`src/rtl/dt_thresh_pack.sv`:
```
// Threshold, pack and statistics stage behind the distance-transform result RAM.
// Optional per-value histogram enabled by defining HIST_EN.
//
// state | meaning
// IDLE  | waiting for start; results from the last scan held
// SCAN  | issuing result RAM reads 0..16383, one per cycle
// DRAIN | no new reads; consuming the final data beat
// FLUSH | final mask word written
// FIN   | done pulse
module dt_thresh_pack (
    input  logic        clk,
    input  logic        reset,
    input  logic        start,
    input  logic [7:0]  thr,
    output logic        busy,
    output logic        done,
    output logic        res_rd,
    output logic [13:0] res_addr,
    input  logic [7:0]  res_di,
    output logic        msk_wr,
    output logic [9:0]  msk_addr,
    output logic [15:0] msk_do,
    output logic [7:0]  max_val,
    output logic [13:0] max_addr,
    output logic [14:0] fg_cnt,
    input  logic [3:0]  hist_sel,
    output logic [14:0] hist_cnt
);

    localparam int IMG_W  = 128;
    localparam int IMG_H  = 128;
    localparam int WORD_W = 16;
    localparam logic [13:0] LAST_ADDR = 14'(IMG_W * IMG_H - 1);
    localparam logic [3:0]  LAST_COL  = 4'(WORD_W - 1);

    typedef enum logic [2:0] {
        S_IDLE,
        S_SCAN,
        S_DRAIN,
        S_FLUSH,
        S_FIN
    } state_t;

    state_t      state_q, state_d;
    logic [7:0]  thr_q, thr_d;
    logic [13:0] addr_q, addr_d;
    logic        vld_q, vld_d;
    logic [13:0] caddr_q, caddr_d;
    logic [14:0] pack_q, pack_d;
    logic        wr_q, wr_d;
    logic [9:0]  waddr_q, waddr_d;
    logic [15:0] wdata_q, wdata_d;
    logic [7:0]  max_val_q, max_val_d;
    logic [13:0] max_addr_q, max_addr_d;
    logic [14:0] fg_q, fg_d;
    logic        start_acc;
    logic        pix_bit;

    always_comb begin
        state_d    = state_q;
        thr_d      = thr_q;
        addr_d     = addr_q;
        vld_d      = (state_q == S_SCAN);
        caddr_d    = addr_q;
        pack_d     = pack_q;
        wr_d       = 1'b0;
        waddr_d    = waddr_q;
        wdata_d    = wdata_q;
        max_val_d  = max_val_q;
        max_addr_d = max_addr_q;
        fg_d       = fg_q;
        start_acc  = 1'b0;
        pix_bit    = (res_di > thr_q);

        case (state_q)
            S_IDLE: begin
                if (start) begin
                    start_acc  = 1'b1;
                    state_d    = S_SCAN;
                    thr_d      = thr;
                    addr_d     = '0;
                    pack_d     = '0;
                    max_val_d  = '0;
                    max_addr_d = '0;
                    fg_d       = '0;
                end
            end
            S_SCAN: begin
                addr_d = addr_q + 14'd1;
                if (addr_q == LAST_ADDR) begin
                    state_d = S_DRAIN;
                end
            end
            S_DRAIN: state_d = S_FLUSH;
            S_FLUSH: state_d = S_FIN;
            S_FIN:   state_d = S_IDLE;
            default: state_d = S_IDLE;
        endcase

        // Data arrives one cycle after its address, so consumption lags the read pointer.
        if (vld_q) begin
            pack_d = {pack_q[13:0], pix_bit};
            if (res_di != 8'd0) begin
                fg_d = fg_q + 15'd1;
            end
            if (res_di > max_val_q) begin
                max_val_d  = res_di;
                max_addr_d = caddr_q;
            end
            if (caddr_q[3:0] == LAST_COL) begin
                wr_d    = 1'b1;
                waddr_d = caddr_q[13:4];
                wdata_d = {pack_q, pix_bit};
            end
        end
    end

    always_ff @(posedge clk) begin
        if (reset) begin
            state_q    <= S_IDLE;
            thr_q      <= '0;
            addr_q     <= '0;
            vld_q      <= 1'b0;
            caddr_q    <= '0;
            pack_q     <= '0;
            wr_q       <= 1'b0;
            waddr_q    <= '0;
            wdata_q    <= '0;
            max_val_q  <= '0;
            max_addr_q <= '0;
            fg_q       <= '0;
        end else begin
            state_q    <= state_d;
            thr_q      <= thr_d;
            addr_q     <= addr_d;
            vld_q      <= vld_d;
            caddr_q    <= caddr_d;
            pack_q     <= pack_d;
            wr_q       <= wr_d;
            waddr_q    <= waddr_d;
            wdata_q    <= wdata_d;
            max_val_q  <= max_val_d;
            max_addr_q <= max_addr_d;
            fg_q       <= fg_d;
        end
    end

    assign busy     = (state_q != S_IDLE) && (state_q != S_FIN);
    assign done     = (state_q == S_FIN);
    assign res_rd   = (state_q == S_SCAN);
    assign res_addr = addr_q;
    assign msk_wr   = wr_q;
    assign msk_addr = waddr_q;
    assign msk_do   = wdata_q;
    assign max_val  = max_val_q;
    assign max_addr = max_addr_q;
    assign fg_cnt   = fg_q;

`ifdef HIST_EN
    localparam logic [14:0] HIST_MAX = 15'(IMG_W * IMG_H);

    logic [14:0] hist_q [16];
    logic [14:0] hist_d [16];
    logic [3:0]  hist_bin;

    always_comb begin
        hist_bin = (res_di >= 8'd15) ? 4'd15 : res_di[3:0];
        for (int i = 0; i < 16; i++) begin
            hist_d[i] = hist_q[i];
        end
        if (start_acc) begin
            for (int i = 0; i < 16; i++) begin
                hist_d[i] = '0;
            end
        end else if (vld_q && (hist_q[hist_bin] != HIST_MAX)) begin
            hist_d[hist_bin] = hist_q[hist_bin] + 15'd1;
        end
    end

    always_ff @(posedge clk) begin
        for (int i = 0; i < 16; i++) begin
            if (reset) begin
                hist_q[i] <= '0;
            end else begin
                hist_q[i] <= hist_d[i];
            end
        end
    end

    assign hist_cnt = hist_q[hist_sel];
`else
    logic unused_hist;
    assign unused_hist = ^{hist_sel, start_acc};
    assign hist_cnt    = '0;
`endif

endmodule

```
`config.mk`:
```
export PLATFORM = sky130hd
export DESIGN_NAME = dt_thresh_pack
export DESIGN_NICKNAME = d
export VERILOG_FILES = /design/src/rtl/dt_thresh_pack.sv
export SDC_FILE = /design/constraint.sdc
export NUM_CORES = 1
export LEC_CHECK = 0
export ABC_AREA = 1
export CAP_MARGIN = 20
export CORE_MARGIN = 8
export CORE_UTILIZATION = 40
export DETAILED_ROUTE_END_ITERATION = 8
export GPL_ROUTABILITY_DRIVEN = 0
export PLACE_DENSITY = 0.65
export SLEW_MARGIN = 20
export SYNTH_ARGS = -nofsm -noshare
export SYNTH_HDL_FRONTEND = slang
export SYNTH_SLANG_ARGS = --single-unit
```
`constraint.sdc`:
```
create_clock -name clk -period 2.28 [get_ports clk]
set_input_delay 0.228 -clock clk [delete_from_list [all_inputs] [get_ports clk]]
set_output_delay 0.228 -clock clk [all_outputs]
set_load 0.01 [all_outputs]
```
==> flow_summary.rst <==
.. list-table::
   :header-rows: 1

   * - Metric
     - Value
   * - Slew at the pin closest to its max-slew limit
     - approximately 0.6 ns
   * - Number of clock buffers inserted by TritonCTS
     - 17
   * - Critical path class
     - reg2reg
   * - Hold crit path type
     - in2reg
   * - Clock-pin slew of the registers on the worst-case setup and hold paths
     - 0.05 ns
   * - Detailed-routing iteration count for the pre-antenna-repair pass
     - 4
   * - Synthesized instance count
     - 773
   * - Fraction of power consumed by the clock network
     - 0.489
   * - Unique cell type count in the Yosys netlist
     - 37
   * - Later-pin clock latency in the skew report
     - ~0.41 ns
   * - Period utilization
     - 0.835
   * - Number of slew-limit violations in the final report
     - 0
   * - Leading post-synthesis cells by instance count
     - sky130_fd_sc_hd__nand2_1, sky130_fd_sc_hd__dfxtp_1, sky130_fd_sc_hd__nor2_1, sky130_fd_sc_hd__inv_1, sky130_fd_sc_hd__a21oi_1
   * - Die outline width
     - 134 um
   * - Count of port buffers added during placement
     - 99
   * - I/O pins
     - 119
   * - TNS Setup
     - 0 ns
   * - Routed wire length
     - 14.0 mm
   * - Max-slew headroom at the worst pin
     - 0.601
   * - Wire length of the first global-routing pass
     - 22.9 mm
   * - Warnings from Yosys
     - 0
   * - Half-perimeter wire length after detailed placement
     - 9.77 mm
   * - Internal power of the cells
     - 4.17 mW
   * - Number of antenna violations at the first check in global routing
     - 0
   * - CTS tree
     - done
   * - Top post-synthesis cells by area
     - sky130_fd_sc_hd__dfxtp_1, sky130_fd_sc_hd__nand2_1, sky130_fd_sc_hd__nor2_1
   * - Primary FF master, synth
     - sky130_fd_sc_hd__dfxtp_1
   * - Number of hold violations in the final report
     - 0
   * - Vertical die dimension
     - ~130 um
   * - Gates resized, CTS repair
     - 0
   * - Share of post-route cells with drive strength above 1
     - 0.0741
   * - Via count of the first global-routing pass
     - 4,584
   * - DIE AREA
     - between 15,000 and 20,000 um2
   * - Max Fanout on Critical Path
     - 36
   * - Number of enable-type register cells in the synthesized netlist
     - 0
   * - Proportion of synthesized flip-flops having asynchronous set or reset
     - 0
   * - Part of the power in registers
     - 0.392
   * - Synth top area share
     - 0.427
   * - Mean instance size in the synthesized netlist
     - around 7 um2
   * - Clock root buffer
     - sky130_fd_sc_hd__clkbuf_16
   * - Critical path required time
     - around 2.6 ns
   * - Layout area overhead
     - 29.7%
   * - Maximum clock skew at final layout
     - 0.0104 ns
   * - Core Rows
     - 43
   * - Final net count
     - 905
   * - Power dissipated by switching net loads
     - 1.39 mW
   * - Number of DRC violations after detailed-routing iteration 0
     - 237
   * - Setup repair after global routing missed its margin
     - false
   * - Fin util
     - 0.525
   * - Initial core utilization
     - 0.405
   * - Pin count of the biggest net entering global routing
     - 47
   * - Post-DR wirelength/cell
     - between 10 and 15 um
   * - Grt total ovfl
     - 0
   * - Level count of the clock H-tree
     - 4
   * - Maximum Capacitance Violations
     - 0
   * - Cts-stage hold buffer count
     - 0
   * - Largest area contributor in the netlist
     - sky130_fd_sc_hd__dfxtp_1
   * - Core Box Area
     - 13,800 um2
   * - Setup Viol. Count Final
     - 0
   * - Element type at the critical path end
     - register
   * - Clock period minus final worst setup slack
     - 1.90 ns
   * - Number of antenna repair diodes
     - 0
   * - Number of routed nets with antenna violations
     - 0
   * - Power Dens Cells
     - 768 nW/um2
   * - Status
     - finished, final reports clean
   * - Static leakage
     - roughly 2.8 nW
   * - Count leader, synth
     - sky130_fd_sc_hd__nand2_1
   * - Switching fraction of total power
     - 0.249
   * - Via count
     - 4,969
   * - Number of post-CTS setup repair buffers
     - 0
   * - Worst setup SP type
     - register
   * - Max Buffers Root-to-Sink
     - 2
   * - Overall track demand over capacity in global routing
     - 0.158
   * - Sinks on Clock Net
     - 119
   * - Part of the Yosys area used for sequential elements
     - 0.427
   * - Highest attainable clock frequency
     - 0.526 GHz
   * - Relative contribution of combinational cells to total power
     - 0.119
   * - Data arrival time of the worst path
     - approximately 2.2 ns
   * - Average vias per placed instance
     - approximately 4.7
   * - Summed instance area of the synthesized netlist
     - 5580 um2
   * - Residual DRC
     - 0
   * - Worst ir drop on vdd
     - 0.000398 V
   * - Yosys reg bits
     - ~120
cells by family (layout without fill, tap and decap cells):
logic type,count (synthesis),count (layout),synth area share
flip-flops,119,119,0.427
other,1,15,0.000673
AO/OA/AOI/OAI,135,135,0.134
adder cells (fa/ha/maj),18,18,0.0404
AND/OR/NAND/NOR,361,361,0.279
buffers and inverters,138,228,0.116
XOR/XNOR,1,1,0.00157
worst max-delay path, stage by stage (launching register included):
cell and delay (ns):
sky130_fd_sc_hd__dfxtp_1 0.30, sky130_fd_sc_hd__inv_1 0.06, sky130_fd_sc_hd__nor3_2 0.19, sky130_fd_sc_hd__nand3_2 0.31, sky130_fd_sc_hd__inv_2 0.58, sky130_fd_sc_hd__o21ai_0 0.21, sky130_fd_sc_hd__a21oi_1 0.16
flip-flops by register name (all words and copies together) (netlist names), 3 cells and up:
signal    count
msk_addr     10
msk_do       16
max_addr     14
state_q       3
thr_q         8
res_addr     14
caddr_q      14
pack_q       15
fg_cnt       15
max_val       8
placed cells by master (no fill, tap or decap), types with 7 or more instances in the layout:
master                            netlist  routed
sky130_fd_sc_hd__clkbuf_16              0      17
sky130_fd_sc_hd__a21boi_0              16      16
sky130_fd_sc_hd__conb_1                 1      15
sky130_fd_sc_hd__ha_1                  18      18
sky130_fd_sc_hd__nand3_1               45      45
sky130_fd_sc_hd__a21oi_1               57      57
sky130_fd_sc_hd__nor2_1               105     105
sky130_fd_sc_hd__clkdlybuf4s50_1        0      99
sky130_fd_sc_hd__inv_1                 84      83
sky130_fd_sc_hd__buf_4                 20       7
sky130_fd_sc_hd__nand2_1              173     173
sky130_fd_sc_hd__nor3_1                12      12
sky130_fd_sc_hd__dfxtp_1              119     119
sky130_fd_sc_hd__o21ai_0               50      50
final timing paths:
path / from / end / slack (ns) / depth (start not counted)
worst min register to register: thr_q[1] / thr_q[1] / 0.46 / 2
worst max register to register: caddr_q[2] / msk_addr[1] / 0.38 / 6
worst max-delay path: caddr_q[2] / msk_addr[1] / 0.38 / 6
worst min-delay path: thr[0] / thr_q[0] / 0.43 / 3
power groups by stage:
stage | sequential [mW] | combinational (mW) | clock [mW]
final | 2.18 | 0.660 | 2.72
after detailed placement | 2.22 | 0.667 | 0
after CTS | 2.18 | 0.671 | 2.77
after global routing | 2.18 | 0.746 | 2.87
after floorplan | 2.23 | 0.465 | 0
after global placement | 2.22 | 0.660 | 0
stage by stage:
step | hold slack, ns | std cells | instance area (um2) | setup slack (ns) | power, mW
6_report | 0.430 | 1057 | 7230 | 0.377 | 5.55
5_1_grt | 0.429 | 1057 | 7230 | 0.180 | 5.80
4_1_cts | 0.415 | 1057 | 7230 | 0.327 | 5.62
3_5_place_dp | 0.456 | 1025 | 6630 | 0.241 | 2.89
3_3_place_gp | 0.449 | 1025 | 6630 | 0.241 | 2.88
2_1_floorplan | 0.311 | 787 | 5630 | 0.706 | 2.69
layer usage:
metal / track usage / vias up / wire length, um
met5: 0 / - / 0
met4: 0.0586 / 0 / 159
met3: 0.0445 / 10 / 674
met2: 0.245 / 100 / 6400
met1: 0.205 / 2231 / 6750
li1: - / 2628 / -
layout make-up:
class                      count  area (um2)
inverter                      88         338
fill                        1412        6540
multi-input combinational    530        2600
clock inverter                12         151
sequential                   119        2380
tap                          180         225
clock buffer                  20         457
timing repair buffer         108        1080
No activity file was read; power rests on OpenSTA's default activity.
